$ cat src/rtl/fastbconv_q_to_bba_if.sv
// Handshake bundle for the q -> B∪Ba fast base converter.
// The producer drives in_valid/input_RNSpoly; the converter returns in_ready, out_valid and the result.
interface fastbconv_q_to_bba_if #(
    parameter int N_SLOTS       = 2,
    parameter int IN_BASIS_LEN  = 3,
    parameter int OUT_BASIS_LEN = 3,
    parameter int PRIME_BITS    = 6
);
    logic                                                   in_valid;
    logic                                                   in_ready;
    logic [N_SLOTS-1:0][IN_BASIS_LEN-1:0][PRIME_BITS-1:0]  input_RNSpoly;
    logic                                                   out_valid;
    logic [N_SLOTS-1:0][OUT_BASIS_LEN-1:0][PRIME_BITS-1:0] output_RNSpoly;

    modport master (
        output in_valid,
        output input_RNSpoly,
        input  in_ready,
        input  out_valid,
        input  output_RNSpoly
    );

    modport slave (
        input  in_valid,
        input  input_RNSpoly,
        output in_ready,
        output out_valid,
        output output_RNSpoly
    );
endinterface

$ cat src/rtl/fastbconv_q_to_bba.sv
// Fast base conversion q -> B∪Ba without overflow correction (the q-multiple error is accepted).
// One input basis index is folded into every slot's accumulators per ACCUM cycle.
module fastbconv_q_to_bba #(
    parameter int          N_SLOTS       = 2,
    parameter int          PRIME_BITS    = 6,
    parameter int          IN_BASIS_LEN  = 3,
    parameter int          OUT_BASIS_LEN = 3,
    parameter int unsigned IN_BASIS  [IN_BASIS_LEN]  = '{17, 19, 23},
    parameter int unsigned OUT_BASIS [OUT_BASIS_LEN] = '{29, 31, 37},
    parameter int unsigned ZiLUT     [IN_BASIS_LEN]  = '{10, 7, 1},
    parameter int unsigned YMODB     [IN_BASIS_LEN][OUT_BASIS_LEN] =
        '{'{2, 3, 30}, '{14, 19, 21}, '{4, 13, 27}}
) (
    input  logic                clk,
    input  logic                reset,
    fastbconv_q_to_bba_if.slave bus
);
    localparam int PROD_W = 2 * PRIME_BITS;
    localparam int SUM_W  = PRIME_BITS + 1;
    localparam int IDX_W  = (IN_BASIS_LEN > 1) ? $clog2(IN_BASIS_LEN) : 1;
    localparam logic [IDX_W-1:0] LAST_IDX = IDX_W'(IN_BASIS_LEN - 1);

    typedef logic [PRIME_BITS-1:0] rns_residue_t;
    typedef rns_residue_t [N_SLOTS-1:0][IN_BASIS_LEN-1:0]  in_poly_t;
    typedef rns_residue_t [N_SLOTS-1:0][OUT_BASIS_LEN-1:0] out_poly_t;
    typedef enum logic [1:0] {IDLE, SCALE, ACCUM} state_t;

    state_t           r_state;
    in_poly_t         r_x;
    in_poly_t         r_z;
    out_poly_t        r_acc;
    out_poly_t        r_output;
    logic [IDX_W-1:0] r_idx;
    logic             r_out_valid;

    in_poly_t         w_z;
    out_poly_t        w_term;
    out_poly_t        w_acc_next;
    logic [SUM_W-1:0] w_sum   [N_SLOTS][OUT_BASIS_LEN];
    rns_residue_t     w_sel_z [N_SLOTS];
    rns_residue_t     w_sel_y [OUT_BASIS_LEN];

    assign bus.in_ready       = (r_state == IDLE);
    assign bus.out_valid      = r_out_valid;
    assign bus.output_RNSpoly = r_output;

    // z[k][i] = x[k][i] * (q/q_i)^-1 mod q_i, computed from the latched input.
    always_comb begin
        for (int k = 0; k < N_SLOTS; k++) begin
            for (int i = 0; i < IN_BASIS_LEN; i++) begin
                w_z[k][i] = rns_residue_t'((PROD_W'(r_x[k][i]) * PROD_W'(ZiLUT[i]))
                                           % PROD_W'(IN_BASIS[i]));
            end
        end
    end

    always_comb begin
        // NOTE: defaults first so every path assigns the selects; otherwise a latch is inferred.
        w_sel_z = '{default: '0};
        w_sel_y = '{default: '0};
        for (int i = 0; i < IN_BASIS_LEN; i++) begin
            if (IDX_W'(i) == r_idx) begin
                for (int k = 0; k < N_SLOTS; k++) w_sel_z[k] = r_z[k][i];
                for (int j = 0; j < OUT_BASIS_LEN; j++) w_sel_y[j] = rns_residue_t'(YMODB[i][j]);
            end
        end
    end

    // Both addends are already below m_j, so one conditional subtract keeps acc < m_j.
    always_comb begin
        for (int k = 0; k < N_SLOTS; k++) begin
            for (int j = 0; j < OUT_BASIS_LEN; j++) begin
                w_term[k][j] = rns_residue_t'((PROD_W'(w_sel_z[k]) * PROD_W'(w_sel_y[j]))
                                              % PROD_W'(OUT_BASIS[j]));
                w_sum[k][j]  = SUM_W'(r_acc[k][j]) + SUM_W'(w_term[k][j]);
                w_acc_next[k][j] = (w_sum[k][j] >= SUM_W'(OUT_BASIS[j]))
                                 ? rns_residue_t'(w_sum[k][j] - SUM_W'(OUT_BASIS[j]))
                                 : rns_residue_t'(w_sum[k][j]);
            end
        end
    end

    // NOTE: r_x and r_z are data registers that are always rewritten before being read, so they carry no reset.
    always_ff @(posedge clk) begin
        if (reset) begin
            // NOTE: non-blocking assignments so every register samples pre-edge values.
            r_state     <= IDLE;
            r_out_valid <= 1'b0;
            r_idx       <= '0;
            r_output    <= '0;
            r_acc       <= '0;
        end else begin
            r_out_valid <= 1'b0;
            case (r_state)
                IDLE: begin
                    if (bus.in_valid) begin
                        r_x     <= bus.input_RNSpoly;
                        r_state <= SCALE;
                    end
                end
                SCALE: begin
                    r_z     <= w_z;
                    r_acc   <= '0;
                    r_idx   <= '0;
                    r_state <= ACCUM;
                end
                ACCUM: begin
                    r_acc <= w_acc_next;
                    if (r_idx == LAST_IDX) begin
                        r_idx       <= '0;
                        r_output    <= w_acc_next;
                        r_out_valid <= 1'b1;
                        r_state     <= IDLE;
                    end else begin
                        r_idx <= r_idx + 1'b1;
                    end
                end
                default: r_state <= IDLE;
            endcase
        end
    end
endmodule

$ cat src/flat_wrapper.sv
// flat-port wrapper written by rule: the top's interface ports become plain ports
module fastbconv_q_to_bba_flat 
#(
    parameter int          N_SLOTS       = 2,
    parameter int          PRIME_BITS    = 6,
    parameter int          IN_BASIS_LEN  = 3,
    parameter int          OUT_BASIS_LEN = 3,
    parameter int unsigned IN_BASIS  [IN_BASIS_LEN]  = '{17, 19, 23},
    parameter int unsigned OUT_BASIS [OUT_BASIS_LEN] = '{29, 31, 37},
    parameter int unsigned ZiLUT     [IN_BASIS_LEN]  = '{10, 7, 1},
    parameter int unsigned YMODB     [IN_BASIS_LEN][OUT_BASIS_LEN] =
        '{'{2, 3, 30}, '{14, 19, 21}, '{4, 13, 27}}
)
  (clk, reset, bus_in_valid, bus_input_RNSpoly, bus_in_ready, bus_out_valid, bus_output_RNSpoly);
  fastbconv_q_to_bba_if #(.N_SLOTS(N_SLOTS), .IN_BASIS_LEN(IN_BASIS_LEN), .OUT_BASIS_LEN(OUT_BASIS_LEN), .PRIME_BITS(PRIME_BITS)) bus_i ();
  input  logic clk;
  input  logic reset;
  input wire logic [$bits(bus_i.in_valid)-1:0] bus_in_valid;
  input wire logic [$bits(bus_i.input_RNSpoly)-1:0] bus_input_RNSpoly;
  output wire logic [$bits(bus_i.in_ready)-1:0] bus_in_ready;
  output wire logic [$bits(bus_i.out_valid)-1:0] bus_out_valid;
  output wire logic [$bits(bus_i.output_RNSpoly)-1:0] bus_output_RNSpoly;
  assign bus_i.in_valid = bus_in_valid;
  assign bus_i.input_RNSpoly = bus_input_RNSpoly;
  assign bus_in_ready = bus_i.in_ready;
  assign bus_out_valid = bus_i.out_valid;
  assign bus_output_RNSpoly = bus_i.output_RNSpoly;
  fastbconv_q_to_bba #(.N_SLOTS(N_SLOTS), .PRIME_BITS(PRIME_BITS), .IN_BASIS_LEN(IN_BASIS_LEN), .OUT_BASIS_LEN(OUT_BASIS_LEN), .IN_BASIS(IN_BASIS), .OUT_BASIS(OUT_BASIS), .ZiLUT(ZiLUT), .YMODB(YMODB)) u_core (.clk(clk), .reset(reset), .bus(bus_i));
endmodule
$ cat config.mk
export PLATFORM = sky130hd
export DESIGN_NAME = fastbconv_q_to_bba_flat
export DESIGN_NICKNAME = d
export VERILOG_FILES = /design/src/rtl/fastbconv_q_to_bba_if.sv /design/src/rtl/fastbconv_q_to_bba.sv /design/src/flat_wrapper.sv
export SDC_FILE = /design/constraint.sdc
export NUM_CORES = 1
export LEC_CHECK = 0
export BUFFER_PORTS_ARGS = -buffer_cell sky130_fd_sc_hd__buf_4
export CORE_MARGIN = 5
export CORE_UTILIZATION = 55
export DETAILED_ROUTE_END_ITERATION = 12
export PLACE_DENSITY = 0.79
export SYNTH_ARGS = -nofsm -noshare
export SYNTH_HDL_FRONTEND = slang
export SYNTH_SLANG_ARGS = --single-unit
$ cat constraint.sdc
create_clock -name clk -period 23.9 [get_ports clk]
set_clock_uncertainty 0.15 [all_clocks]
set_input_delay 4.78 -clock clk [delete_from_list [all_inputs] [get_ports clk]]
set_output_delay 4.78 -clock clk [all_outputs]
set_load 0.02 [all_outputs]
==> run summary <==
outcome: finished, final reports clean
hold slack: 0.307 ns
Non-Filler Instances: 3925
Synth Area in Compound Gates: 27.6%
worst hold start: u_core.bus.output_RNSpoly[11]
post-synthesis instance area: 0.0258 mm2
Worst-path clk slew: 0.08 ns
CTS hold repair buffers: 0
Synthesized Nets: 3666
critical path depth: 54
CTS tree: yes
setup bufs post-CTS: 0
Starting Density: 55.5%
Worst Hold Depth: 2
post-cts gate resize count: 0
CTS H-tree lvls: 4
clk_lat worst skew: 0.49 ns
DP HPWL: 48600 um
Die Y: 226 um
fmax: 0.0685 GHz
area of the multi-input gates: 0.0206 mm2
I/O Buffers: 76
die width: 226 um
Setup TNS: 0 ns
row cnt: 79
reg2reg end: u_core.r_acc[34]
Slew Viols, Final: 0
DRC viols: 0
Fillers: 4183
register area: 0.00370 mm2
vias in the first global route: 22.1k
Data required, critical path: 24.09 ns
Buf+Inv Stages, Crit Path: 5
crit-path most repeated cell: ha_1
max cap viols: 0
final clock period utilization by the worst path: 61.1%
Crit path max-delay family: compound AO/OA/AOI/OAI gates
synth top area cells: ha_1, edfxtp_1, fa_1
Area Overhead vs Synth: 6.34%
final setup fails: 0
share of layout cells above drive strength 1: 8.11%
drt total wl: 61600 um
via count: 24.1k
Pre-Repair DR Iteration Count: 8
startpoint types: register
Layout Nets: 3672
#FFs+latches synth: 149
adder-cell area share of the yosys netlist: 18.6%
slowest CP cell: a21oi_1
min cycle time layout: 14.59 ns
Setup CP Type: register to register
Worst Setup End Kind: register
CTS Buf Count: 17
Simple-Gate Fraction of Synth Area: 20.4%
Clock Sinks: 149
vias per inst: 6.14
GRT overflow: 0
hold endpoint: u_core.bus.output_RNSpoly[11]
global-route wire length before repair: 104000 um
Max Root-Sink Buffers: 2
die area: 0.0513 mm2
largest net degree at the start of global routing: 78
I/O pins: 77
largest family of logic cells by synthesized area: compound AO/OA/AOI/OAI gates
Reg-to-Reg Start: u_core.r_idx[1]
post-layout util: 59.0%
Fin. Hold Viols: 0
CTS Root Cell: clkbuf_16
Reg2Reg Depth: 54
ys flop type: dfxtp_1
largest stage delay on the critical path: 0.75 ns
Slew @ Worst Pin: 1.01 ns
Yosys top cell area share: 11.9%
RSZ-0062 raised after global routing: false
post-synth cell types: 128
placed cells: 3893
reg2reg setup slack: 9.31 ns
synth warn: 0
routed len/inst: 15.7 um
post-synthesis async set-or-reset flop share: 0%
Synth area leader: ha_1
ant diodes: 0
global-route usage over all layers: 23.7%
Syn Inst Count: 3299
register area share after synthesis: 14.4%
mux cell area share after synthesis: 5.06%
initial DRC count: 1848
ANT nets after route: 0
GPL Wtd Cong: 0.962
CP Max Fanout: 15
Core Footprint: 0.0465 mm2
EDFF count, synth: 72
Slew headroom: 32.5%
Worst EP arrival: 14.78 ns
Synth Area in XOR/XNOR: 8.14%
Hold Path Class: register to register
initial antenna violation count: 1
Syn Area/Cell: 7.81 um2
[worst reg2reg max path: cells and delay by family (launching register included)]
family	cells	cell delay, ns
fa+ha+maj	9	3.37
compound gates	17	4.76
simple gates	15	3.41
mux	2	0.63
xor+xnor	6	1.42
flops	1	0.34
buf+inv	5	0.42
[layout by cell type, fill, tap and decap left out, types with 17 or more instances in the layout]
master	count
o211ai_1	48
o31ai_1	24
nand2b_1	30
dfxtp_1	77
o32ai_1	17
o22ai_1	49
a31oi_1	42
xor2_1	74
o21ai_1	21
clkbuf_16	17
and3_1	35
and2_1	53
a21o_1	73
nand3_1	91
nor3_1	95
o21bai_1	27
xnor2_1	160
edfxtp_1	72
o21a_1	27
mux2i_1	80
a21oi_1	237
nand2_1	245
nor2b_1	52
or2_2	28
nor2_1	261
buf_4	85
mux2_2	35
or3_1	37
nand4_1	24
ha_1	246
inv_1	291
a211oi_1	63
nor4_1	19
fa_1	82
o21ai_0	141
[through the flow]
step	area, um2	setup WS [ns]
5_1_grt	27400	8.03
6_report	27400	9.31
3_5_place_dp	26800	9.46
3_3_place_gp	26800	9.72
4_1_cts	27400	9.37
2_1_floorplan	25800	11.07
[cell families (layout without fill, tap and decap cells)]
group	Yosys count	count (layout)
adders and majority gates	336	336
AOI/OAI and AO/OA	1017	1017
and+or+nand+nor	1048	1048
DFF	149	149
buffers and inverters	389	408
xor gates and xnor gates	237	237
muxes	123	123
[how the worst max path moves through the flow]
stage                             to  slack [ns]             from
CTS                 u_core.r_acc[31]        9.37  u_core.r_idx[1]
finish              u_core.r_acc[34]        9.31  u_core.r_idx[1]
detailed placement  u_core.r_acc[34]        9.46  u_core.r_idx[1]
global route        u_core.r_acc[34]        8.03  u_core.r_idx[1]
global placement    u_core.r_acc[34]        9.72  u_core.r_idx[1]
floorplan           u_core.r_acc[16]       11.07  u_core.r_idx[1]
[flip-flops by register name, summed over array words and instances, names as in the netlist]
signal,flops
u_core.bus.out_valid,1
u_core.bus.output_RNSpoly,36
u_core.r_acc,36
u_core.r_idx,2
u_core.r_state,2
u_core.r_x,36
u_core.r_z,36
[metal layers]
metal  vias up  wire length, um  global-route usage, %  share of wire (%)
met5         -               20                      0              0.032
met4         2             1160                   6.00                1.9
met3        84             3380                   4.05                5.5
met2       670            27800                   38.4                 45
met1     11200            29300                   33.0                 47
li1      12200                -                      -                  -
[cell usage after synthesis, types with 11 or more instances]
cell type and number:
o22ai_1 49, ha_1 246, a31o_2 11, inv_1 291, o221ai_1 15, xor2_1 74, a211oi_1 63, a21boi_0 13
nand3_1 91, mux2i_1 80, a31oi_1 42, o21ai_1 21, o31ai_1 24, nand2b_1 30, a21oi_1 237, o21a_1 27
edfxtp_1 72, o21ai_0 141, mux2_2 35, fa_1 82, o211ai_1 48, nor4_1 19, and3_1 35, a2111oi_0 15
o32ai_1 17, o211a_1 12, nor2_1 261, nor3_1 95, dfxtp_1 77, xnor2_1 160, buf_2 11, and2_1 54
or3_1 37, nand4_1 24, o21bai_1 27, a21o_1 73, nand2_1 245, nor2b_1 53, clkbuf_1 79, or2_2 28
[cell type report]
class | instances | share of cell area (%)
clock buffer | 17 | 1.55
clock inverter | 15 | 0.708
inverter | 291 | 3.99
multi-input combinational | 2761 | 75.1
sequential | 149 | 13.5
tap | 607 | 2.77
timing repair buffer | 85 | 2.33
Power is not shown: default switching activity piles up to over one toggle a cycle in this logic, so the estimate is an artifact.
